File: src/rtl/myo_spi_slave.sv
// Motor-board SPI responder for the myocontrol frame (16-bit words, CPOL=0, CPHA=1).
// Define MYO_SLAVE_WATCHDOG_EN to add the frame watchdog that forces pwm_ref to 0.
module myo_spi_slave #(
    parameter logic [15:0] HEADER          = 16'h8000,
    parameter int          FRAME_WORDS     = 8,
    parameter int unsigned WATCHDOG_CYCLES = 5_000_000
) (
    input  logic               clock,
    input  logic               reset,
    input  logic               sck,
    input  logic               ss_n,
    input  logic               mosi,
    output logic               miso,
    output logic               miso_oe,
    input  logic signed [31:0] position,
    input  logic        [15:0] velocity,
    input  logic        [15:0] current,
    input  logic        [15:0] displacement,
    input  logic        [15:0] sensor1,
    input  logic        [15:0] sensor2,
    output logic signed [15:0] pwm_ref,
    output logic               pwm_valid,
    output logic               frame_error,
    output logic        [15:0] frame_count,
    output logic               timeout
);

    localparam logic [1:0] IDLE  = 2'd0;
    localparam logic [1:0] SHIFT = 2'd1;
    localparam logic [1:0] CHECK = 2'd2;

    localparam logic [3:0] LAST_WORD = 4'(FRAME_WORDS);

    if (FRAME_WORDS != 8 || WATCHDOG_CYCLES == 0) begin : g_bad_cfg
        $error("myo_spi_slave: FRAME_WORDS must be 8 and WATCHDOG_CYCLES nonzero");
    end

    logic [2:0]   sck_q;
    logic [2:0]   ss_q;
    logic [1:0]   mosi_q;
    logic [1:0]   state;
    logic [3:0]   bit_cnt;
    logic [3:0]   word_cnt;
    logic         ovf;
    logic         hdr_ok;
    logic [14:0]  rx_shift;
    logic [15:0]  pwm_hold;
    logic [127:0] snapshot;

    logic        sck_rise;
    logic        sck_fall;
    logic        ss_fall;
    logic        ss_rise;
    logic [15:0] word;
    logic [6:0]  bit_idx;
    logic        accept;

    assign sck_rise = sck_q[1] & ~sck_q[2];
    assign sck_fall = ~sck_q[1] & sck_q[2];
    assign ss_fall  = ~ss_q[1] & ss_q[2];
    assign ss_rise  = ss_q[1] & ~ss_q[2];
    assign word     = {rx_shift, mosi_q[1]};
    // Word 0 sits in the top 16 bits, so the bit index is the inverted position.
    assign bit_idx  = ~{word_cnt[2:0], bit_cnt};
    assign accept   = (state == CHECK) && (word_cnt == LAST_WORD) && !ovf &&
                      (bit_cnt == 4'd0) && hdr_ok;

`ifdef MYO_SLAVE_WATCHDOG_EN
    localparam logic [31:0] WD_MAX = 32'(WATCHDOG_CYCLES);
    localparam logic [31:0] WD_PRE = WD_MAX - 32'd1;
    logic [31:0] wd_cnt;
`else
    assign timeout = 1'b0;
`endif

    always_ff @(posedge clock) begin
        if (!reset) begin
            sck_q       <= 3'b000;
            ss_q        <= 3'b111;
            mosi_q      <= 2'b00;
            state       <= IDLE;
            bit_cnt     <= '0;
            word_cnt    <= '0;
            ovf         <= 1'b0;
            hdr_ok      <= 1'b0;
            rx_shift    <= '0;
            pwm_hold    <= '0;
            pwm_ref     <= '0;
            pwm_valid   <= 1'b0;
            frame_error <= 1'b0;
            frame_count <= '0;
            miso        <= 1'b0;
            miso_oe     <= 1'b0;
`ifdef MYO_SLAVE_WATCHDOG_EN
            wd_cnt      <= '0;
            timeout     <= 1'b0;
`endif
        end else begin
            sck_q       <= {sck_q[1:0], sck};
            ss_q        <= {ss_q[1:0], ss_n};
            mosi_q      <= {mosi_q[0], mosi};
            pwm_valid   <= 1'b0;
            frame_error <= 1'b0;
            case (state)
                IDLE: begin
                    if (ss_fall) begin
                        snapshot <= {HEADER, position, velocity, current,
                                     displacement, sensor1, sensor2};
                        bit_cnt  <= '0;
                        word_cnt <= '0;
                        ovf      <= 1'b0;
                        hdr_ok   <= 1'b0;
                        miso_oe  <= 1'b1;
                        state    <= SHIFT;
                    end
                end
                SHIFT: begin
                    // A release of ss_n outranks any sck edge seen in the same cycle.
                    if (ss_rise) begin
                        miso    <= 1'b0;
                        miso_oe <= 1'b0;
                        state   <= CHECK;
                    end else if (sck_rise) begin
                        miso <= word_cnt[3] ? 1'b0 : snapshot[bit_idx];
                    end else if (sck_fall) begin
                        rx_shift <= word[14:0];
                        bit_cnt  <= bit_cnt + 4'd1;
                        if (bit_cnt == 4'd15) begin
                            if (word_cnt == 4'd0) hdr_ok <= (word == HEADER);
                            if (word_cnt == 4'd1) pwm_hold <= word;
                            if (word_cnt == LAST_WORD) ovf <= 1'b1;
                            else word_cnt <= word_cnt + 4'd1;
                        end
                    end
                end
                CHECK: begin
                    state <= IDLE;
                    if (accept) begin
                        pwm_ref     <= pwm_hold;
                        pwm_valid   <= 1'b1;
                        frame_count <= frame_count + 16'd1;
                    end else begin
                        frame_error <= 1'b1;
                    end
                end
                default: state <= IDLE;
            endcase
`ifdef MYO_SLAVE_WATCHDOG_EN
            if (accept) begin
                wd_cnt  <= '0;
                timeout <= 1'b0;
            end else if (wd_cnt != WD_MAX) begin
                wd_cnt <= wd_cnt + 32'd1;
                if (wd_cnt == WD_PRE) begin
                    timeout   <= 1'b1;
                    pwm_ref   <= '0;
                    pwm_valid <= 1'b1;
                end
            end
`endif
        end
    end

endmodule

File: config.mk
export PLATFORM = sky130hd
export DESIGN_NAME = myo_spi_slave
export DESIGN_NICKNAME = d
export VERILOG_FILES = /design/src/rtl/myo_spi_slave.sv
export SDC_FILE = /design/constraint.sdc
export NUM_CORES = 1
export LEC_CHECK = 0
export ABC_AREA = 1
export BUFFER_PORTS_ARGS = -buffer_cell sky130_fd_sc_hd__buf_2
export CAP_MARGIN = 20
export CORE_MARGIN = 1.5
export CORE_UTILIZATION = 30
export CTS_BUF_LIST = sky130_fd_sc_hd__clkbuf_16
export CTS_CLUSTER_SIZE = 16
export DETAILED_ROUTE_END_ITERATION = 10
export GPL_ROUTABILITY_DRIVEN = 0
export GPL_TIMING_DRIVEN = 0
export PLACE_DENSITY = 0.54
export SKIP_LAST_GASP = 1
export SYNTH_ARGS = -nofsm -noshare
export SYNTH_HDL_FRONTEND = slang
export SYNTH_SLANG_ARGS = --single-unit
File: constraint.sdc
create_clock -name clock -period 7.4 [get_ports clock]
set_input_delay 0.74 -clock clock [delete_from_list [all_inputs] [get_ports clock]]
set_output_delay 0.74 -clock clock [all_outputs]
set_load 0.01 [all_outputs]
==> results_dict.tcl, run 1 <==
set metrics [dict create \
    setup_viol 0 \
    cts_inserted_buffers 17 \
    timing.hold.ws_ns 0.414 \
    port_buffers 151 \
    nets 1108 \
    drtPass1Iterations 8 \
    yosysSeqAreaShare 0.637 \
    io_pins 154 \
    routed_wl_um 20600 \
    slowest_stage "nor2_4" \
    use_met1 0.209 \
    worst_path_most_repeated_cell "buf_12" \
    combPwrFrac 0.038 \
    cts_resized 0 \
    p_int_mw 1.69 \
    ir_drop_mv 0.108 \
    cts_sinks 199 \
    first_iter_violations 449 \
    ant_nets 0 \
    pwr-share-seq 0.545 \
    crit_chain "clkbuf_1 > inv_1 > clkbuf_1 > nor2_4 > buf_12 > buf_12 > buf_12" \
    report.final.slew_viol_count 0 \
    syn-cell-area_sq_um 8010 \
    grt_use_met2 0.240 \
    crit_arrival_ns 2.83 \
    path_clk_slew_ns 0.07 \
    cp-end-kind "flip-flop" \
    areaGrowthSynthToFinish_pct 22.6 \
    first_global_vias 5907 \
    antenna_found_initial 3 \
    h-tree-depth 4 \
    grt_pass1_wl_um 32400 \
    worstPathRequired_ns 7.53 \
    clock-root-buffer "clkbuf_16" \
    ys_ff_latch 199 \
    cts_setup_buffers 0 \
    cap_violations 0 \
    power_density_nw_per_um2 222 \
    finalWorstSetupSlack_ns 4.70 \
    grt_use_total 0.152 \
    dieHeight_um 166 \
    avgViaCountPerCell 4.58 \
    drive_gt1_frac 0.248 \
    relSlewSlack 0.499 \
    clock-skew-final_ns 0.0103 \
    overflow 0 \
    rsz0062_at_grt "no" \
    netlist_instances 812 \
    cts_buffer_depth 2 \
    avgSynthCellArea_sq_um 9.86 \
    die_width_um 166 \
    period_needed_ns 2.70 \
    p_leak_nw 3.98 \
    p_sw_mw 0.491 \
    period_share 0.365 \
    clkLatencyLatePin_ns 0.44 \
    core-area_sq_um 26100 \
    grt_max_degree 37 \
    dp_slack_ns 4.22 \
    drcViolationCount 6 \
    p_clk_frac 0.417 \
    postCtsHoldBufs 0 \
    syn_nets 935 \
    p_sw_frac 0.225 \
    start_util 0.307 \
    rows 59 \
    violations "DRC" \
    hold_path.class "reg2reg" \
    grt_busiest_layer "met2" \
    via_count 6108 \
    wire_per_inst_um 15.4 \
    cp-start-kind "input pin" \
    status "finished, violations left" \
    dieArea_sq_um 27700 \
    place_hpwl_um 15200 \
    cts_tree "done" \
    nFillCells 2701 \
    ys_warn_count 0 \
    grt_use_met3 0.0288 \
    worst_slew_pin_slew_ns 0.752 \
    crit_type "in2reg" \
    ys_types 39 \
    crit_fanout 36 \
    max_stage_delay_ns 0.58 \
    clock.fmax_ghz 0.370 \
    final_hold_viol_count 0 \
]
==> path summary, 6_finish.rpt <==
check / from / end / slack, ns / depth (start not counted)
setup / recovery: reset / snapshot[17] / 4.70 / 7
hold / removal: mosi_q[0] / mosi_q[1] / 0.41 / 2
setup reg to reg: bit_cnt[0] / frame_count[13] / 4.84 / 18
hold reg to reg: mosi_q[0] / mosi_q[1] / 0.41 / 2
==> layout by cell type (no fill, tap or decap), types with 6 or more instances in the layout <==
master / Yosys / final
nor2_4: 5 / 6
nor2_1: 33 / 32
inv_2: 11 / 11
o21ai_1: 8 / 8
nand2_1: 218 / 218
a211oi_2: 6 / 6
edfxtp_1: 112 / 112
nor4_1: 6 / 6
ha_1: 6 / 6
clkbuf_16: 0 / 17
clkbuf_1: 13 / 13
nor3_1: 11 / 11
buf_2: 17 / 168
o21ai_0: 35 / 35
a21oi_1: 56 / 56
dfxtp_1: 87 / 87
nor2_2: 6 / 6
inv_1: 56 / 56
nand4_1: 7 / 7
nand3_1: 82 / 82
==> flip-flops by register name, summed over array words and instances (netlist names) <==
register and flops:
snapshot 112, frame_count 16, pwm_hold 16, pwm_ref 16, rx_shift 15, bit_cnt 4, word_cnt 4, sck_q 3
ss_q 3, mosi_q 2, state 2, frame_error 1, hdr_ok 1, miso 1, miso_oe 1, ovf 1
pwm_valid 1
==> cells by family after synthesis <==
kind of cell / Yosys count / synth area share
XOR/XNOR: 2 / 0.00219
other: 1 / 0.000468
flip-flops: 199 / 0.637
AND/OR/NAND/NOR: 383 / 0.215
buffers and inverters: 106 / 0.0551
AO/OA/AOI/OAI: 115 / 0.0808
adder cells (fa/ha/maj): 6 / 0.00937
==> per-stage QoR <==
step	total power [mW]	util	cell area [sq um]	TNS, ns	cells
global placement	1.30	0.351	9190	-165.72	1298
CTS	2.20	0.376	9820	0	1333
finish	2.18	0.376	9820	0	1335
floorplan	1.25	-	8010	0	812
global route	2.26	0.376	9820	0	1335
detailed placement	1.30	0.354	9250	0	1301
==> critical path: cells and delay by family <==
| family | cells | cell delay, ns |
|---|---|---|
| buf+inv | 6 | 1.45 |
| simple gates | 1 | 0.58 |
==> power by group through the flow <==
stage          Clock (mW)  Combinational (mW)  Sequential (mW)
6_report            0.910              0.0830             1.19
5_1_grt             0.974              0.0931             1.19
4_1_cts             0.932              0.0842             1.19
3_5_place_dp            0              0.0837             1.21
3_3_place_gp            0              0.0816             1.22
2_1_floorplan           0              0.0342             1.21
==> cells in the mapped netlist (all sizes together) <==
library cell | count | area (sq um)
a211oi | 8 | 90.1
a21oi | 56 | 280
a311oi | 2 | 17.5
a31oi | 2 | 12.5
buf | 26 | 141
clkbuf | 13 | 48.8
conb | 1 | 3.75
dfxtp | 87 | 1740
edfxtp | 112 | 3360
ha | 6 | 75.1
inv | 67 | 251
nand2 | 222 | 843
nand3 | 86 | 458
nand4 | 7 | 43.8
nor2 | 44 | 218
nor3 | 12 | 65.1
nor3b | 2 | 15.0
nor4 | 7 | 58.8
o211ai | 2 | 15.0
o21a | 1 | 7.51
o21ai | 44 | 224
or2 | 3 | 18.8
xnor2 | 1 | 8.76
xor2 | 1 | 8.76
==> layer usage <==
metal / share of wire / vias to the layer above
met5: 0.00034 / -
met4: 0.018 / 2
met3: 0.050 / 27
met2: 0.45 / 150
met1: 0.48 / 2839
li1: - / 3090
==> final cells by class <==
type	instances	area, sq um	share of cell area
plain buffers	39	190	0.0194
diodes	2	5.00	0.000509
clock inverters	15	140	0.0143
multi-input cells	507	2470	0.252
repair buffers	154	816	0.0830
clock buffers	17	425	0.0433
inverters	67	251	0.0256
well taps	335	419	0.0427
flip-flops and latches	199	5100	0.520
Note: power is estimated with default switching activity, not from simulation.
==> run 2: changes to the inputs <==
--- a/config.mk
+++ b/config.mk
@@ -5,7 +5,7 @@
 export SDC_FILE = /design/constraint.sdc
 export NUM_CORES = 1
 export LEC_CHECK = 0
-export ABC_AREA = 1
+export ABC_AREA = 0
 export BUFFER_PORTS_ARGS = -buffer_cell sky130_fd_sc_hd__buf_2
 export CAP_MARGIN = 20
 export CORE_MARGIN = 1.5
==> constraint.sdc (replaced) <==
create_clock -name clock -period 2.8 [get_ports clock]
set_input_delay 0.28 -clock clock [delete_from_list [all_inputs] [get_ports clock]]
set_output_delay 0.28 -clock clock [all_outputs]
set_load 0.01 [all_outputs]
==> run 2 against run 1 <==
Effect of this change: the flow now finishes without violations; core utilization up 2.1 points; global-route usage down 1.5 points; count of clock-buffer cells in the layout unchanged; critical endpoint is now frame_count[15]; non-clock buffer count up 36; clock power rose to 2.6 times the previous value; via count down 14%; die area down 2.7%; sequential cell count unchanged; cell area up 2.3%.
==> results_dict.tcl, run 2 <==
set metrics [dict create \
    yosysMostFrequentCell "edfxtp_1" \
    final_common_cell "buf_2" \
    slowest_stage "or3b_4" \
    clock-root-buffer "clkbuf_16" \
    dp.cells 1084 \
    grt_pass1_wl_um 27900 \
    largest_register_ff_count 112 \
    via_count 5276 \
    first_global_vias 5152 \
    cts_inserted_buffers 17 \
    crit_fanout 10 \
    cap_violations 0 \
    finalWorstSetupSlack_ns 0.207 \
    path_clk_slew_ns 0.08 \
    routed_wl_um 17800 \
    netlist_instances 599 \
    io_pins 154 \
    cp-start-kind "flip-flop" \
    drtPass1Iterations 4 \
    avgViaCountPerCell 4.55 \
    clock-skew-final_ns 0.0159 \
    nets 938 \
    start_util 0.307 \
    grt_use_total 0.137 \
    wire_per_inst_um 15.4 \
    cts_buffer_depth 2 \
    dp_slack_ns -0.246 \
    ys_warn_count 0 \
    synth-async-reset-ratio 0 \
    syn-cell-area_sq_um 7790 \
    max_stage_delay_ns 0.42 \
    worstPathRequired_ns 3.17 \
    hold_path.class "in2reg" \
    period_needed_ns 2.59 \
    place_hpwl_um 12800 \
    crit_type "reg2reg" \
    first_iter_violations 265 \
    rows 58 \
    report.final.slew_viol_count 0 \
    drive_gt1_frac 0.290 \
    ys_ff_latch 199 \
    cts_tree "done" \
    dieArea_sq_um 26900 \
    ant_nets 0 \
    drcViolationCount 0 \
    status "finished clean" \
    rsz0062_at_grt "no" \
    worst_path_most_repeated_cell "buf_4" \
    yosys.area.top_type_share 0.432 \
    crit_chain "buf_4 > buf_6 > buf_4 > inv_2 > ha_1 > or3b_4 > nor4_4 > buf_4 > nand4_4 > or3_1 > a21oi_1" \
    port_buffers 152 \
    clock.fmax_ghz 0.386 \
    ir_drop_mv 0.388 \
    synth_area_leaders "edfxtp_1 43%, dfxtp_1 22%, mux4_2 5.5%" \
    die_width_um 164 \
    synth_edf_count 112 \
    antenna_found_initial 1 \
    yosysSeqAreaShare 0.656 \
    top_register "snapshot" \
    placed_cell_area_sq_um 9030 \
    cts_sinks 199 \
    p_leak_nw 3.62 \
    areaGrowthSynthToFinish_pct 29.1 \
    ys_types 58 \
    cp-end-kind "flip-flop" \
    syn_nets 722 \
    power.total_mw 5.81 \
    h-tree-depth 4 \
    synth-main-ff-cell "edfxtp_1" \
    relSlewSlack 0.512 \
    dieHeight_um 164 \
    setup_viol 0 \
    final_hold_viol_count 0 \
    layoutNonFillerInstCount 1159 \
    grt_max_degree 35 \
    synth_top_area_cell "edfxtp_1" \
    overflow 0 \
    stdcell_area_sq_um 10100 \
    period_share 0.926 \
    rr_worst_depth 11 \
    clkLatencyLatePin_ns 0.44 \
    power_density_nw_per_um2 578 \
    avgSynthCellArea_sq_um 13.0 \
    worst_slew_pin_slew_ns 0.730 \
    hold_depth 1 \
    core-area_sq_um 25300 \
    netlist_top_cells_count "112 x edfxtp_1, 87 x dfxtp_1, 80 x nand2_1" \
    crit_arrival_ns 2.96 \
    final_cell_mix "158 x buf_2, 112 x edfxtp_1, 85 x dfxtp_1" \
]
## run 2: critical path: cells and delay by family (launching register included)
kind	cells	cell delay, ns
AND/OR/NAND/NOR	4	1.06
buffers and inverters	5	0.84
flip-flops	1	0.32
adder cells (fa/ha/maj)	1	0.14
AO/OA/AOI/OAI	1	0.14
## run 2: path summary, 6_finish.rpt
kind / from / endpoint / slack, ns
worst max-delay path: bit_cnt[0] / frame_count[15] / 0.21
worst min-delay path: sensor2[13] / snapshot[13] / 0.01
worst max register to register: bit_cnt[0] / frame_count[15] / 0.21
worst min register to register: ss_q[0] / ss_q[1] / 0.41
## run 2: metal layers
metal	up-vias	part of all wire	global-route usage
met1	2505	0.47	0.176
met2	137	0.47	0.227
met3	18	0.050	0.0389
met5	-	0.00067	0
li1	2614	-	-
met4	2	0.010	0.0360
## run 2: per-stage QoR
step	TNS, ns	hold slack (ns)	util
2_1_floorplan	-20.67	0.379	-
3_3_place_gp	-150.00	0.397	0.354
3_5_place_dp	-9.12	0.398	0.357
4_1_cts	0	0.000219	0.392
5_1_grt	0	0.000648	0.397
6_report	0	0.0116	0.397
## run 2: kinds of logic (layout without fill, tap and decap cells)
kind of cell | count (synthesis) | in the layout | synth area share
xor+xnor | 15 | 15 | 0.0169
other cells | 1 | 2 | 0.000482
buf+inv | 40 | 269 | 0.0259
simple gates | 200 | 200 | 0.125
flops | 199 | 199 | 0.656
mux | 58 | 58 | 0.107
fa+ha+maj | 6 | 6 | 0.00964
compound gates | 80 | 80 | 0.0596
## run 2: cell type report
class	count	area [sq um]
buffer	31	173
tap	330	413
clock buffer	17	425
multi-input combinational	360	2500
sequential	199	5110
timing repair buffer	198	1240
clock inverter	15	155
inverter	8	30.0
fill	2469	15300
antenna	1	2.50
## run 2: repair_timing
| item | 4_1_cts | 5_1_grt |
|---|---|---|
| setup buffers | 2 | 1 |
| hold endpoints to repair | 30 | 10 |
| pin swaps | 1 | 1 |
| endpoints found under the setup margin | 17 | 21 |
| hold buffers | 30 | 10 |
| resized for setup | 3 | 3 |
## run 2: where the power goes
group          total (mW)  switching [mW]  internal, mW
Clock                2.39            1.21          1.19
Sequential           3.14          0.0124          3.12
Combinational       0.277           0.126         0.151
Total                5.81            1.35          4.46
==> run 3: changes to the inputs <==
--- a/config.mk
+++ b/config.mk
@@ -5,8 +5,8 @@
 export SDC_FILE = /design/constraint.sdc
 export NUM_CORES = 1
 export LEC_CHECK = 0
-export ABC_AREA = 0
-export BUFFER_PORTS_ARGS = -buffer_cell sky130_fd_sc_hd__buf_2
+export ABC_AREA = 1
+export BUFFER_PORTS_ARGS = -buffer_cell sky130_fd_sc_hd__buf_4
 export CAP_MARGIN = 20
 export CORE_MARGIN = 1.5
 export CORE_UTILIZATION = 30
@@ -16,6 +16,7 @@
 export GPL_ROUTABILITY_DRIVEN = 0
 export GPL_TIMING_DRIVEN = 0
 export PLACE_DENSITY = 0.54
+export SETUP_SLACK_MARGIN = 0.2
 export SKIP_LAST_GASP = 1
 export SYNTH_ARGS = -nofsm -noshare
 export SYNTH_HDL_FRONTEND = slang
==> run 3 against run 2 <==
Effect of this change: the flow now finishes with violations (DRC); sequential power barely moved; worst hold slack improved by 0.010 ns; core utilization shrank 0.39 points; via count rose by 15%; sequential cell count did not move; largest cell class unchanged; sequential share of layout area down 1.1 points; critical path type unchanged.
==> results_dict.tcl, run 3 (same netlist as run 1, synthesis figures left out) <==
set metrics [dict create \
    clock-skew-final_ns 0.00889 \
    reg2reg_setup_slack_ns 0.38 \
    crit_fanout 33 \
    antenna_found_initial 0 \
    dieHeight_um 166 \
    clock.fmax_ghz 0.413 \
    postCtsHoldBufs 0 \
    worst_path_most_repeated_cell "buf_12" \
    ant_nets 0 \
    cap_violations 0 \
    ir_drop_mv 0.412 \
    top_register "snapshot" \
    largest_register_ff_count 112 \
    cts_buffer_depth 2 \
    crit_type "reg2reg" \
    cts_inserted_buffers 17 \
    die_width_um 166 \
    drtPass1Iterations 8 \
    drcViolationCount 8 \
    first_global_vias 6017 \
    io_pins 154 \
    status "finished, violations left" \
    dp_slack_ns 0.220 \
    cp-end-kind "flip-flop" \
    place_hpwl_um 15700 \
    worstPathRequired_ns 2.93 \
    stdcell_area_sq_um 10300 \
    final_hold_viol_count 0 \
    cts_setup_buffers 0 \
    endpoint "snapshot[97]" \
    violations "DRC" \
    drive_gt1_frac 0.251 \
    grt_use_total 0.155 \
    final_common_cell "nand2_1" \
    avgViaCountPerCell 4.55 \
    rr_startpoint "ss_q[2]" \
    finalWorstSetupSlack_ns 0.376 \
    crit_family "simple AND/OR/NAND/NOR gates" \
    critPathBufInv 4 \
    r2r_end "snapshot[97]" \
    grt_pass1_wl_um 32900 \
    rsz0062_at_grt "yes" \
    max_stage_delay_ns 0.70 \
    areaGrowthSynthToFinish_pct 28.2 \
    power_density_nw_per_um2 572 \
    via_count 6064 \
    relSlewSlack 0.411 \
    cts_tree "done" \
    path_clk_slew_ns 0.07 \
    post-route-util 0.393 \
    worst_slew_pin_slew_ns 0.881 \
    period_share 0.866 \
    clkLatencyLatePin_ns 0.43 \
    report.final.slew_viol_count 0 \
    n_antenna_cell 0 \
    first_iter_violations 524 \
    cp.depth 7 \
    cts_sinks 199 \
    hold_path.class "in2reg" \
    startpoint "ss_q[2]" \
    setup_viol 0 \
    port_buffers 151 \
    nets 1108 \
    overflow 0 \
    p_leak_nw 4.12 \
    dieArea_sq_um 27700 \
    clock-root-buffer "clkbuf_16" \
    final_cell_mix "218 x nand2_1, 154 x buf_4, 112 x edfxtp_1" \
    grt_max_degree 34 \
    start_util 0.307 \
    slowest_stage "nor2_4" \
    h-tree-depth 4 \
    rr_worst_depth 7 \
    routed_wl_um 20900 \
    rows 59 \
    crit_arrival_ns 2.56 \
    core-area_sq_um 26100 \
    crit_chain "inv_2 > nor2_2 > nand3_2 > nor2_4 > buf_16 > buf_12 > buf_12" \
    placed_cell_area_sq_um 9660 \
    wire_per_inst_um 15.7 \
    cp-start-kind "flip-flop" \
    period_needed_ns 2.42 \
]
## run 3: cell types whose count changed in the layout (fill, tap and decap cells not counted), sizes merged, moves of 9 or more
cell	change
inv	+56
and2	-10
nand3	+75
mux2i	-37
dlygate4sd3	-40
xor2	-9
mux4	-20
o21ai	+32
nand2	+142
## run 3: layout make-up
class                           instances  area, sq um
Multi-Input combinational cell        507         2490
Inverter                               67          254
Tap cell                              335          419
Sequential cell                       199         5110
Clock inverter                         14          154
Fill cell                            2641        15900
Clock buffer                           17          425
Timing Repair Buffer                  154         1200
Buffer                                 39          221
## run 3: worst min-delay path by stage
stage                      from           end  slack, ns  cells after the start
floorplan                  mosi     mosi_q[0]       0.38                      2
detailed placement      ss_q[0]       ss_q[1]       0.40                      1
finish              sensor2[10]  snapshot[10]       0.02                      1
global route         sensor1[9]  snapshot[25]      0.003                      1
global placement      mosi_q[0]     mosi_q[1]       0.40                      2
CTS                 position[2]  snapshot[82]      0.001                      1
## run 3: what timing repair did
item | in CTS | in global routing
endpoints found under the setup margin | 0 | 49
gates resized for setup | 0 | 11
hold endpoints to repair | 0 | 0
## run 3: layer usage
metal,global-route usage,up-vias,part of all wire
met5,0,-,0
met3,0.0243,14,0.041
met4,0.0435,0,0.011
li1,-,3083,-
met1,0.220,2839,0.49
met2,0.246,128,0.46
## run 3: report_power, final
group          internal (mW)  total, mW  switching (mW)
Clock                   1.39       2.47            1.08
Combinational          0.141      0.266           0.126
Sequential              3.13       3.14          0.0158
## run 3: metrics by stage
step | instances | hold WS, ns | power, mW | TNS [ns]
3_5_place_dp | 1301 | 0.401 | 3.48 | 0
5_1_grt | 1332 | 0.00278 | 6.08 | 0
3_3_place_gp | 1298 | 0.401 | 3.47 | -78.64
2_1_floorplan | 812 | 0.378 | 3.30 | 0
4_1_cts | 1332 | 0.00107 | 5.94 | 0
6_report | 1332 | 0.0221 | 5.88 | 0
